$ cat src/rtl/j1_io_uartn_if.sv
// J1 core I/O bus: strobes, address, write data and returned read data.
interface j1_io_uartn_if;
    logic        io_rd;
    logic        io_wr;
    logic [15:0] mem_addr;
    logic [15:0] dout;
    logic [15:0] io_din;

    modport master (output io_rd, output io_wr, output mem_addr, output dout, input io_din);
    modport slave  (input io_rd, input io_wr, input mem_addr, input dout, output io_din);
endinterface

$ cat src/rtl/j1_io_uartn.sv
// Multi-channel buffered UART I/O block for the J1 core.
// Each channel has an RX FIFO fed by the receiver, a TX FIFO drained by the
// transmitter, and sticky overflow flags. Address bit 12 is data, 13 is status, 14 is control.
module j1_io_uartn #(
    parameter int unsigned NCHAN   = 2,
    parameter int unsigned RXDEPTH = 8,
    parameter int unsigned TXDEPTH = 4
) (
    input  logic               clk,
    input  logic               reset,
    j1_io_uartn_if.slave       bus,
    input  logic [NCHAN-1:0]   rx_strobe,
    input  logic [8*NCHAN-1:0] rx_data,
    output logic [NCHAN-1:0]   tx_valid,
    output logic [8*NCHAN-1:0] tx_data,
    input  logic [NCHAN-1:0]   tx_ready
);
    localparam int unsigned RXAW = $clog2(RXDEPTH);
    localparam int unsigned RXCW = RXAW + 1;
    localparam int unsigned TXAW = $clog2(TXDEPTH);
    localparam int unsigned TXCW = TXAW + 1;

    logic        rd_q, wr_q;
    logic [15:0] addr_q, dout_q;

    logic [NCHAN-1:0][7:0]  rx_head;
    logic [NCHAN-1:0][15:0] status;
    logic [15:0]            rd_data;

    // Capture the core access; the address only follows real accesses so reads hold
    always_ff @(posedge clk or posedge reset) begin
        if (reset) begin
            rd_q   <= 1'b0;
            wr_q   <= 1'b0;
            addr_q <= '0;
            dout_q <= '0;
        end else begin
            rd_q   <= bus.io_rd;
            wr_q   <= bus.io_wr;
            dout_q <= bus.dout;
            if (bus.io_rd | bus.io_wr) begin
                addr_q <= bus.mem_addr;
            end
        end
    end

    for (genvar k = 0; k < NCHAN; k++) begin : g_ch
        logic            sel, ctl;
        logic            rx_empty, rx_full, rx_flush, rx_pop, rx_push, rx_ovf_set;
        logic            tx_empty, tx_full, tx_flush, tx_pop, tx_push, tx_ovf_set;
        logic [RXAW-1:0] rx_wp_q, rx_wp_d, rx_rp_q, rx_rp_d;
        logic [RXCW-1:0] rx_cnt_q, rx_cnt_d;
        logic            rx_ovf_q, rx_ovf_d;
        logic [TXAW-1:0] tx_wp_q, tx_wp_d, tx_rp_q, tx_rp_d;
        logic [TXCW-1:0] tx_cnt_q, tx_cnt_d;
        logic            tx_ovf_q, tx_ovf_d;
        logic [7:0]      rx_mem_q [RXDEPTH];
        logic [7:0]      tx_mem_q [TXDEPTH];

        assign sel      = (addr_q[2:1] == 2'(k));
        assign ctl      = wr_q & addr_q[14] & sel;
        assign rx_empty = (rx_cnt_q == '0);
        assign rx_full  = (rx_cnt_q == RXCW'(RXDEPTH));
        assign tx_empty = (tx_cnt_q == '0);
        assign tx_full  = (tx_cnt_q == TXCW'(TXDEPTH));

        // Pointer/count/flag next state; flush wins over push and pop, overflow set wins over clear
        always_comb begin
            rx_flush   = ctl & dout_q[0];
            rx_pop     = rd_q & addr_q[12] & sel & ~rx_empty & ~rx_flush;
            rx_push    = rx_strobe[k] & (~rx_full | rx_pop) & ~rx_flush;
            rx_ovf_set = rx_strobe[k] & rx_full & ~rx_pop & ~rx_flush;
            tx_flush   = ctl & dout_q[1];
            tx_pop     = tx_ready[k] & ~tx_empty & ~tx_flush;
            tx_push    = wr_q & addr_q[12] & sel & (~tx_full | tx_pop) & ~tx_flush;
            tx_ovf_set = wr_q & addr_q[12] & sel & tx_full & ~tx_pop & ~tx_flush;
            rx_wp_d    = rx_wp_q;
            rx_rp_d    = rx_rp_q;
            rx_cnt_d   = rx_cnt_q + RXCW'(rx_push) - RXCW'(rx_pop);
            rx_ovf_d   = rx_ovf_q;
            tx_wp_d    = tx_wp_q;
            tx_rp_d    = tx_rp_q;
            tx_cnt_d   = tx_cnt_q + TXCW'(tx_push) - TXCW'(tx_pop);
            tx_ovf_d   = tx_ovf_q;
            if (rx_pop)  rx_rp_d = rx_rp_q + RXAW'(1);
            if (rx_push) rx_wp_d = rx_wp_q + RXAW'(1);
            if (tx_pop)  tx_rp_d = tx_rp_q + TXAW'(1);
            if (tx_push) tx_wp_d = tx_wp_q + TXAW'(1);
            if (rx_flush) begin
                rx_rp_d  = rx_wp_q;
                rx_cnt_d = '0;
            end
            if (tx_flush) begin
                tx_rp_d  = tx_wp_q;
                tx_cnt_d = '0;
            end
            if (ctl & dout_q[2]) rx_ovf_d = 1'b0;
            if (ctl & dout_q[3]) tx_ovf_d = 1'b0;
            if (rx_ovf_set)      rx_ovf_d = 1'b1;
            if (tx_ovf_set)      tx_ovf_d = 1'b1;
        end

        // FIFO control state
        always_ff @(posedge clk or posedge reset) begin
            if (reset) begin
                rx_wp_q  <= '0;
                rx_rp_q  <= '0;
                rx_cnt_q <= '0;
                rx_ovf_q <= 1'b0;
                tx_wp_q  <= '0;
                tx_rp_q  <= '0;
                tx_cnt_q <= '0;
                tx_ovf_q <= 1'b0;
            end else begin
                rx_wp_q  <= rx_wp_d;
                rx_rp_q  <= rx_rp_d;
                rx_cnt_q <= rx_cnt_d;
                rx_ovf_q <= rx_ovf_d;
                tx_wp_q  <= tx_wp_d;
                tx_rp_q  <= tx_rp_d;
                tx_cnt_q <= tx_cnt_d;
                tx_ovf_q <= tx_ovf_d;
            end
        end

        // FIFO storage; contents are only observed through the counts so need no reset
        always_ff @(posedge clk) begin
            if (rx_push) rx_mem_q[rx_wp_q] <= rx_data[8*k +: 8];
            if (tx_push) tx_mem_q[tx_wp_q] <= dout_q[7:0];
        end

        assign rx_head[k]         = rx_empty ? 8'h00 : rx_mem_q[rx_rp_q];
        assign status[k]          = {8'(rx_cnt_q), 4'h0, tx_ovf_q, rx_ovf_q, ~rx_empty, ~tx_full};
        assign tx_valid[k]        = ~tx_empty;
        assign tx_data[8*k +: 8]  = tx_empty ? 8'h00 : tx_mem_q[tx_rp_q];
    end

    // Read data: OR of every selected register for the held address
    always_comb begin
        rd_data = '0;
        for (int unsigned k = 0; k < NCHAN; k++) begin
            if (addr_q[2:1] == 2'(k)) begin
                if (addr_q[12]) rd_data = rd_data | {8'h00, rx_head[k]};
                if (addr_q[13]) rd_data = rd_data | status[k];
            end
        end
    end

    assign bus.io_din = rd_data;

    logic unused_bits;
    assign unused_bits = ^{addr_q[15], addr_q[11:3], addr_q[0], dout_q[15:8]};
endmodule

$ cat src/flat_wrapper.sv
// flat-port wrapper written by rule: the top's interface ports become plain ports
module j1_io_uartn_flat 
#(
    parameter int unsigned NCHAN   = 2,
    parameter int unsigned RXDEPTH = 8,
    parameter int unsigned TXDEPTH = 4
)
  (clk, reset, rx_strobe, rx_data, tx_valid, tx_data, tx_ready, bus_io_rd, bus_io_wr, bus_mem_addr, bus_dout, bus_io_din);
  j1_io_uartn_if bus_i ();
  input  logic clk;
  input  logic reset;
  input  logic [NCHAN-1:0] rx_strobe;
  input  logic [8*NCHAN-1:0] rx_data;
  output logic [NCHAN-1:0] tx_valid;
  output logic [8*NCHAN-1:0] tx_data;
  input  logic [NCHAN-1:0] tx_ready;
  input wire logic [$bits(bus_i.io_rd)-1:0] bus_io_rd;
  input wire logic [$bits(bus_i.io_wr)-1:0] bus_io_wr;
  input wire logic [$bits(bus_i.mem_addr)-1:0] bus_mem_addr;
  input wire logic [$bits(bus_i.dout)-1:0] bus_dout;
  output wire logic [$bits(bus_i.io_din)-1:0] bus_io_din;
  assign bus_i.io_rd = bus_io_rd;
  assign bus_i.io_wr = bus_io_wr;
  assign bus_i.mem_addr = bus_mem_addr;
  assign bus_i.dout = bus_dout;
  assign bus_io_din = bus_i.io_din;
  j1_io_uartn #(.NCHAN(NCHAN), .RXDEPTH(RXDEPTH), .TXDEPTH(TXDEPTH)) u_core (.clk(clk), .reset(reset), .bus(bus_i), .rx_strobe(rx_strobe), .rx_data(rx_data), .tx_valid(tx_valid), .tx_data(tx_data), .tx_ready(tx_ready));
endmodule
$ cat config.mk
export PLATFORM = sky130hd
export DESIGN_NAME = j1_io_uartn_flat
export DESIGN_NICKNAME = d
export VERILOG_FILES = /design/src/rtl/j1_io_uartn_if.sv /design/src/rtl/j1_io_uartn.sv /design/src/flat_wrapper.sv
export SDC_FILE = /design/constraint.sdc
export NUM_CORES = 1
export LEC_CHECK = 0
export ABC_CLOCK_PERIOD_IN_PS = 2610
export CORE_ASPECT_RATIO = 1.2
export CORE_MARGIN = 5
export CORE_UTILIZATION = 35
export DETAILED_ROUTE_END_ITERATION = 8
export PLACE_DENSITY_LB_ADDON = 0.2
export SETUP_SLACK_MARGIN = 0.5
export SLEW_MARGIN = 20
export SYNTH_ARGS = -nofsm -noshare
export SYNTH_HDL_FRONTEND = slang
export SYNTH_SLANG_ARGS = --single-unit
$ cat constraint.sdc
create_clock -name clk -period 2.61 [get_ports clk]
set_input_delay 0.522 -clock clk [delete_from_list [all_inputs] [get_ports clk]]
set_output_delay 0.522 -clock clk [all_outputs]
set_load 0.05 [all_outputs]
[Word level (Yosys, flattened, before mapping)]
Memory sizes are Yosys's and may differ from the RTL's.
Cells that the tools add are included.
Cells by class
  $add $sub $neg: 16
  bitwise logic cells: 69
  eq/ne operators: 5
  reductions and logical operators: 13
  mux-type cells: 40
Operators by type and width (number)
  two-way mux 16 bit: 7
  AND 1 bit: 45
  two-way mux 8 bit: 5
  bitwise OR 16 x 12 -> 16 bit: 2
  two-way mux 3 bit: 6
  two-way mux 1 bit: 16
  inverter 1 bit: 16
  bitwise OR 16 x 8 -> 16 bit: 1
  nonzero test 2 bit: 8
  adder 3 x 1 -> 3 bit, second input constant: 4
  adder 2 x 1 -> 2 bit, second input constant: 4
  adder 4 x 1 -> 4 bit: 2
  == test 4 bit, second input constant: 2
  logical NOT 4 bit: 2
  two-way mux 2 bit: 4
  two-way mux 4 bit: 2
  subtractor 4 x 1 -> 4 bit: 2
  adder 3 x 1 -> 3 bit: 2
  == test 3 bit, second input constant: 2
  logical NOT 3 bit: 2
  subtractor 3 x 1 -> 3 bit: 2
  bitwise OR 1 bit: 5
  == test 2 x 1 -> 1 bit, second input constant: 1
  logical NOT 2 bit: 1
Storage, ports and cells
  memories kept: 4
  RAM bits: 192
  bits of input ports: 56
  word-level logic and storage cells: 167
  output and inout bits: 34
  flip-flop bits (word level): 63
Memories
  u_core.g_ch[0].rx_mem_q: words 8, width 8, read ports 1, clocked after memory_dff 0, wr ports 1, RTL line j1_io_uartn.sv:57  | logic [7:0] rx_mem_q [RXDEPTH];
  u_core.g_ch[1].rx_mem_q: words 8, width 8, read ports 1, clocked after memory_dff 0, wr ports 1, RTL line j1_io_uartn.sv:57
  u_core.g_ch[0].tx_mem_q: words 4, width 8, read ports 1, clocked after memory_dff 0, wr ports 1, RTL line j1_io_uartn.sv:58  | logic [7:0] tx_mem_q [TXDEPTH];
  u_core.g_ch[1].tx_mem_q: words 4, width 8, read ports 1, clocked after memory_dff 0, wr ports 1, RTL line j1_io_uartn.sv:58

[Longest topological paths before layout]
  word-level depth: 13
  gate-level depth with buffers: 12
  mapped depth without buffers: 12

[Worst setup path after synthesis]
No wires, ideal clock.
  path kind: reg-to-reg
  start: register u_core.g_ch[0].tx_cnt_q[1]
  end: register u_core.g_ch[0].tx_cnt_q[2]
  path buffers: 1
  library setup time: 132 ps
  path slack: -135 ps
  data arrival time: 2613 ps
  stages on the path, launching flop included: 13
  clock period less this slack: 2745 ps
  required time: 2478 ps
  cell sequence: dfrtp_1 > or3_1 > clkbuf_1 > nand2_1 > nor2_1 > ha_1 > inv_1 > ha_1 > inv_1 > fa_1 > xor2_1 > xnor2_1 > nor2_1
On the way
  longest elaborated chain between the ends: 10
  elaborated cells between the ends (all ways): 12
  classes of those cells: 2 x add/sub; 1 x eq/ne; 1 x mux; 7 x bitwise; 1 x reduce/logical
Ends and longest elaborated chain
  start: declaration: RTL line j1_io_uartn.sv:55  | logic [TXCW-1:0] tx_cnt_q, tx_cnt_d;
  start signal: assignment: RTL line j1_io_uartn.sv:121  | tx_cnt_q <= tx_cnt_d;
  logical NOT 3 bit *: RTL line j1_io_uartn.sv:64  | assign tx_empty = (tx_cnt_q == '0);
  inverter 1 bit *
  via tx_valid[0]: RTL line flat_wrapper.sv:14  | output logic [NCHAN-1:0] tx_valid;
  AND 1 bit * (2 in series): RTL line j1_io_uartn.sv:74  | tx_pop = tx_ready[k] & ~tx_empty & ~tx_flush;
  bitwise OR 1 bit: RTL line j1_io_uartn.sv:75  | tx_push = wr_q & addr_q[12] & sel & (~tx_full | tx_pop) & ~tx_flush;
  AND 1 bit (2 in series): RTL line j1_io_uartn.sv:75
  adder 3 x 1 -> 3 bit: RTL line j1_io_uartn.sv:83  | tx_cnt_d = tx_cnt_q + TXCW'(tx_push) - TXCW'(tx_pop);
  subtractor 3 x 1 -> 3 bit *: RTL line j1_io_uartn.sv:83
  two-way mux 3 bit *: RTL line j1_io_uartn.sv:93  | if (tx_flush) begin
  via u_core.g_ch[0].tx_cnt_d[2]: RTL line j1_io_uartn.sv:55
Mark *: on every way through the listed nets, which the timed path passes. The rest lies on a longest branch.
A chain may end at the register's enable or synchronous reset.

[Worst setup path after layout]
  start: register u_core.g_ch[1].rx_rp_q[0]
  end: output bus_io_din[2]
On the way
  longest elaborated chain between the ends: 8
Ends and longest elaborated chain
  start: declaration: RTL line j1_io_uartn.sv:51  | logic [RXAW-1:0] rx_wp_q, rx_wp_d, rx_rp_q, rx_rp_d;
  start signal: assignment: RTL line j1_io_uartn.sv:116  | rx_rp_q <= rx_rp_d;
  memory (8 x 8 bit) *
  two-way mux 8 bit *: RTL line j1_io_uartn.sv:132  | assign rx_head[k] = rx_empty ? 8'h00 : rx_mem_q[rx_rp_q];
  bitwise OR 16 x 8 -> 16 bit *: RTL line j1_io_uartn.sv:143  | if (addr_q[12]) rd_data = rd_data | {8'h00, rx_head[k]};
  two-way mux 16 bit *: RTL line j1_io_uartn.sv:143
  two-way mux 16 bit *: RTL line j1_io_uartn.sv:142  | if (addr_q[2:1] == 2'(k)) begin
  bitwise OR 16 x 12 -> 16 bit: RTL line j1_io_uartn.sv:144  | if (addr_q[13]) rd_data = rd_data | status[k];
  two-way mux 16 bit *: RTL line j1_io_uartn.sv:144
  two-way mux 16 bit *: RTL line j1_io_uartn.sv:142
  end: declaration: RTL line flat_wrapper.sv:21  | output wire logic [$bits(bus_i.io_din)-1:0] bus_io_din;
Mark *: on every way between the ends. The rest lies on a longest branch, timed or not. The select of a mux whose other input is x is not followed.

==> flow_summary.ini <==
[clock_tree]
h-tree-depth = 1
cts.sinks = 245
numCtsBuffers = 26
cts_buffer_depth = 3
clock_latency_ns = 0.52
cts_tree = yes
path_clk_slew_ns = 0.06
hold_buffers = 0
root_buffer = clkbuf_16

[logic_synthesis]
synth_area_leaders = edfxtp_1, dfrtp_1, mux4_2, ha_1, mux2i_1
synth_edf_count = 192
async_flop_share_pct = 21.6
yosysTopAreaCellShare_pct = 55.0
synth_area_mm2 = 0.0105
yosysWarnings = 0
synth_ff_type = edfxtp_1
synth_cells = 619
netlist.top_cell.by_area = edfxtp_1
seq_area_frac_synth_pct = 67.7
post_synth.cell_area_avg_um2 = 16.9
ys_ff_latch = 245
yosysMostFrequentCell = edfxtp_1
synth.distinct_cells = 56
synthTopCellsByCount = edfxtp_1, dfrtp_1, mux4_2

[critical_path]
end_kind = output pin
crit_type = flip-flop to output pin
slowest_delay_ns = 0.52
worstSetupStartpointType = flip-flop
crit_required_ns = 2.09
critPathMaxFanout = 4
cp_num_buf_inv = 3
crit_family = multiplexers
cp.arrival_ns = 2.33
cp_common_cell = buf_12
worstPathCellList = buf_12 -> buf_16 -> mux4_2 -> mux2i_4 -> o211ai_1 -> o311a_4 -> buf_12
slowest_stage = mux4_2

[global_route]
grt_pass1_vias = 6499
antenna_found_initial = 0
grt_overflow_total = 0
grt_pass1_wl_um = 36700
grt_usage_pct = 13.9
grt_max_degree = 25

[run]
maxCapViolCount = 0

[finish]
area_delta_synth_final_pct = 37.1
fin_util_pct = 48.5
drive_gt1_share_pct = 46.4
antenna_cells = 0
final_cells = 1205
nNetsFinal = 885

[drt]
via_count = 5871
drt_pre_antenna_iters = 4
drc = 0
wirelength_um = 23400
wl_per_cell_um = 19.4
viasPerCell = 4.87
ant_nets = 0
drt_iter0_drc = 290

[floorplan]
initial_core_util_pct = 35.4
fp.dieW_um = 168
core_area_mm2 = 0.0296
rows = 69
pin_count = 90
die_y_um = 200
die-area_mm2 = 0.0335

[timing]
fin_ws_ns = -0.244
period_share_pct = 109
clock.fmax_mhz = 350
skew_ns = 0.0102
worst_slew_pin_slew_ns = 0.573
report.final.slew_viol_count = 0
relSlewSlack_pct = 61.8
period_needed_ns = 2.85
hold_violations = 0
finalSetupViolCount = 9
rsz0062_at_grt = yes

[placement]
gp_congestion = 0.800
place_hpwl_um = 15400
io_buffers = 66
dp_cells = 1107

[power_and_ir_drop]
pwr-share-clk_pct = 23.6
power.switching_w = 0.00539
p_sw_share_pct = 33.1
combinationalPowerShare_pct = 42.5
vdd_ir_drop_max_v = 0.000709
power_frac_seq_pct = 33.9
powerDensity_mw_per_mm2 = 1140
intPower_w = 0.0109
p_leak_nw = 5.19

[run_status]
status = finished with violations
violations = negative setup slack

[hold_path]
hold_class = primary input to asynchronous set/reset pin
path summary, 6_finish.rpt:
| check | startpoint | to | slack (ns) | depth (start not counted) |
|---|---|---|---|---|
| worst min-delay path | reset | u_core.g_ch[1].tx_rp_q[1]$_DFFE_PP0P_ | 0.39 | 2 |
| worst max-delay path | u_core.g_ch[1].rx_rp_q[0]$_DFFE_PP0P_ | bus_io_din[2] | -0.24 | 7 |
| min in group clk | bus_dout[4] | u_core.dout_q[4]$_DFF_PP0_ | 0.46 | 1 |
| worst max register to register | u_core.addr_q[2]$_DFFE_PP0P_ | u_core.g_ch[1].tx_cnt_q[2]$_DFF_PP0_ | -0.04 | 14 |
| worst min register to register | u_core.g_ch[0].rx_ovf_q$_DFFE_PP0P_ | u_core.g_ch[0].rx_ovf_q$_DFFE_PP0P_ | 0.49 | 1 |
| max in group asynchronous | reset | u_core.g_ch[0].tx_rp_q[0]$_DFFE_PP0P_ | 1.67 | 3 |
per-layer routing:
metal,share of wire [%],track usage [%],vias up
li1,-,-,2703
met1,41,17.2,3011
met2,53,25.6,124
met3,4.2,2.10,33
met4,2.1,3.79,0
met5,0,0,-
power groups by stage:
| stage | registers (W) | logic (W) | clock network (W) |
|---|---|---|---|
| 3_5_place_dp | 0.00565 | 0.00518 | 0 |
| 2_1_floorplan | 0.00523 | 0.00400 | 0 |
| 5_1_grt | 0.00562 | 0.00742 | 0.00413 |
| 4_1_cts | 0.00552 | 0.00665 | 0.00396 |
| 3_3_place_gp | 0.00560 | 0.00507 | 0 |
| 6_report | 0.00553 | 0.00693 | 0.00384 |
sequential cells by signal (all words and copies together), names as in the netlist:
register              cells
u_core.g_ch.rx_mem_q    128
u_core.g_ch.rx_wp_q       6
u_core.g_ch.rx_rp_q       6
u_core.wr_q               1
u_core.g_ch.tx_mem_q     64
u_core.g_ch.tx_ovf_q      2
u_core.addr_q             5
u_core.g_ch.tx_rp_q       4
u_core.rd_q               1
u_core.g_ch.tx_wp_q       4
u_core.g_ch.rx_cnt_q      8
u_core.g_ch.tx_cnt_q      6
u_core.dout_q             8
u_core.g_ch.rx_ovf_q      2
metrics by stage:
step | hold WS (ns) | setup slack [ns] | setup TNS [ns] | instance area (um^2) | total power (W)
floorplan | 0.449 | 0.178 | 0 | 10800 | 0.00922
global placement | 0.475 | -0.164 | -0.324 | 12200 | 0.0107
detailed placement | 0.477 | -0.189 | -0.587 | 12200 | 0.0108
CTS | 0.372 | -0.288 | -1.95 | 14000 | 0.0161
global route | 0.411 | -0.326 | -2.42 | 14400 | 0.0172
finish | 0.387 | -0.244 | -1.49 | 14400 | 0.0163
cells by family after synthesis:
logic type,count (synthesis),share of synthesized area (%)
and+or+nand+nor,144,7.79
DFF,245,67.7
adders and majority gates,32,4.11
muxes,79,13.2
other,1,0.0358
AOI/OAI and AO/OA,42,2.94
buffers and inverters,54,2.40
xor gates and xnor gates,22,1.84
worst register-to-register path: stages (launching register included):
cell and delay (ns):
dfrtp_2 0.43, buf_6 0.13, buf_6 0.11, and4b_2 0.34
a21boi_2 0.07, o21a_1 0.18, inv_1 0.06, ha_1 0.23
inv_2 0.07, ha_4 0.12, inv_2 0.03, fa_2 0.36
xor2_2 0.17, xnor2_1 0.17, nor2_1 0.06
area by class of cell:
| class | count | area, um^2 |
|---|---|---|
| Fill cell | 2461 | 15200 |
| Sequential cell | 245 | 7100 |
| Multi-Input combinational cell | 323 | 3850 |
| Timing Repair Buffer | 175 | 1900 |
| Clock buffer | 35 | 746 |
| Tap cell | 390 | 488 |
| Clock inverter | 11 | 163 |
| Inverter | 26 | 110 |
layout by cell type, fill, tap and decap left out, types with 4 or more instances in the layout:
master,instances
nor2_4,6
clkdlybuf4s50_1,36
xor2_1,6
xnor2_1,11
nor2_2,5
clkbuf_16,29
conb_1,4
clkbuf_1,4
mux2i_2,7
o21ai_0,8
and3_1,4
nor2_1,19
buf_6,40
bufinv_16,4
a21oi_1,5
dfrtp_2,10
ha_1,19
mux4_2,46
and2_1,7
inv_1,13
nand2_1,23
nand3_1,4
buf_4,62
mux2i_4,6
clkbuf_8,4
mux2_2,6
nor3_2,5
buf_12,10
and2_4,29
ha_4,8
mux2i_1,11
dfrtp_1,43
fa_2,4
edfxtp_1,192
buf_8,23
nand4_1,6
inv_2,10
nor4_4,5
what timing repair did:
action,CTS,global route
cloned,3,1
pin swaps,35,22
gates resized for setup,181,55
buffers inserted,35,13
setup endpoints to repair,207,149
Note: power is estimated with default switching activity, not from simulation.
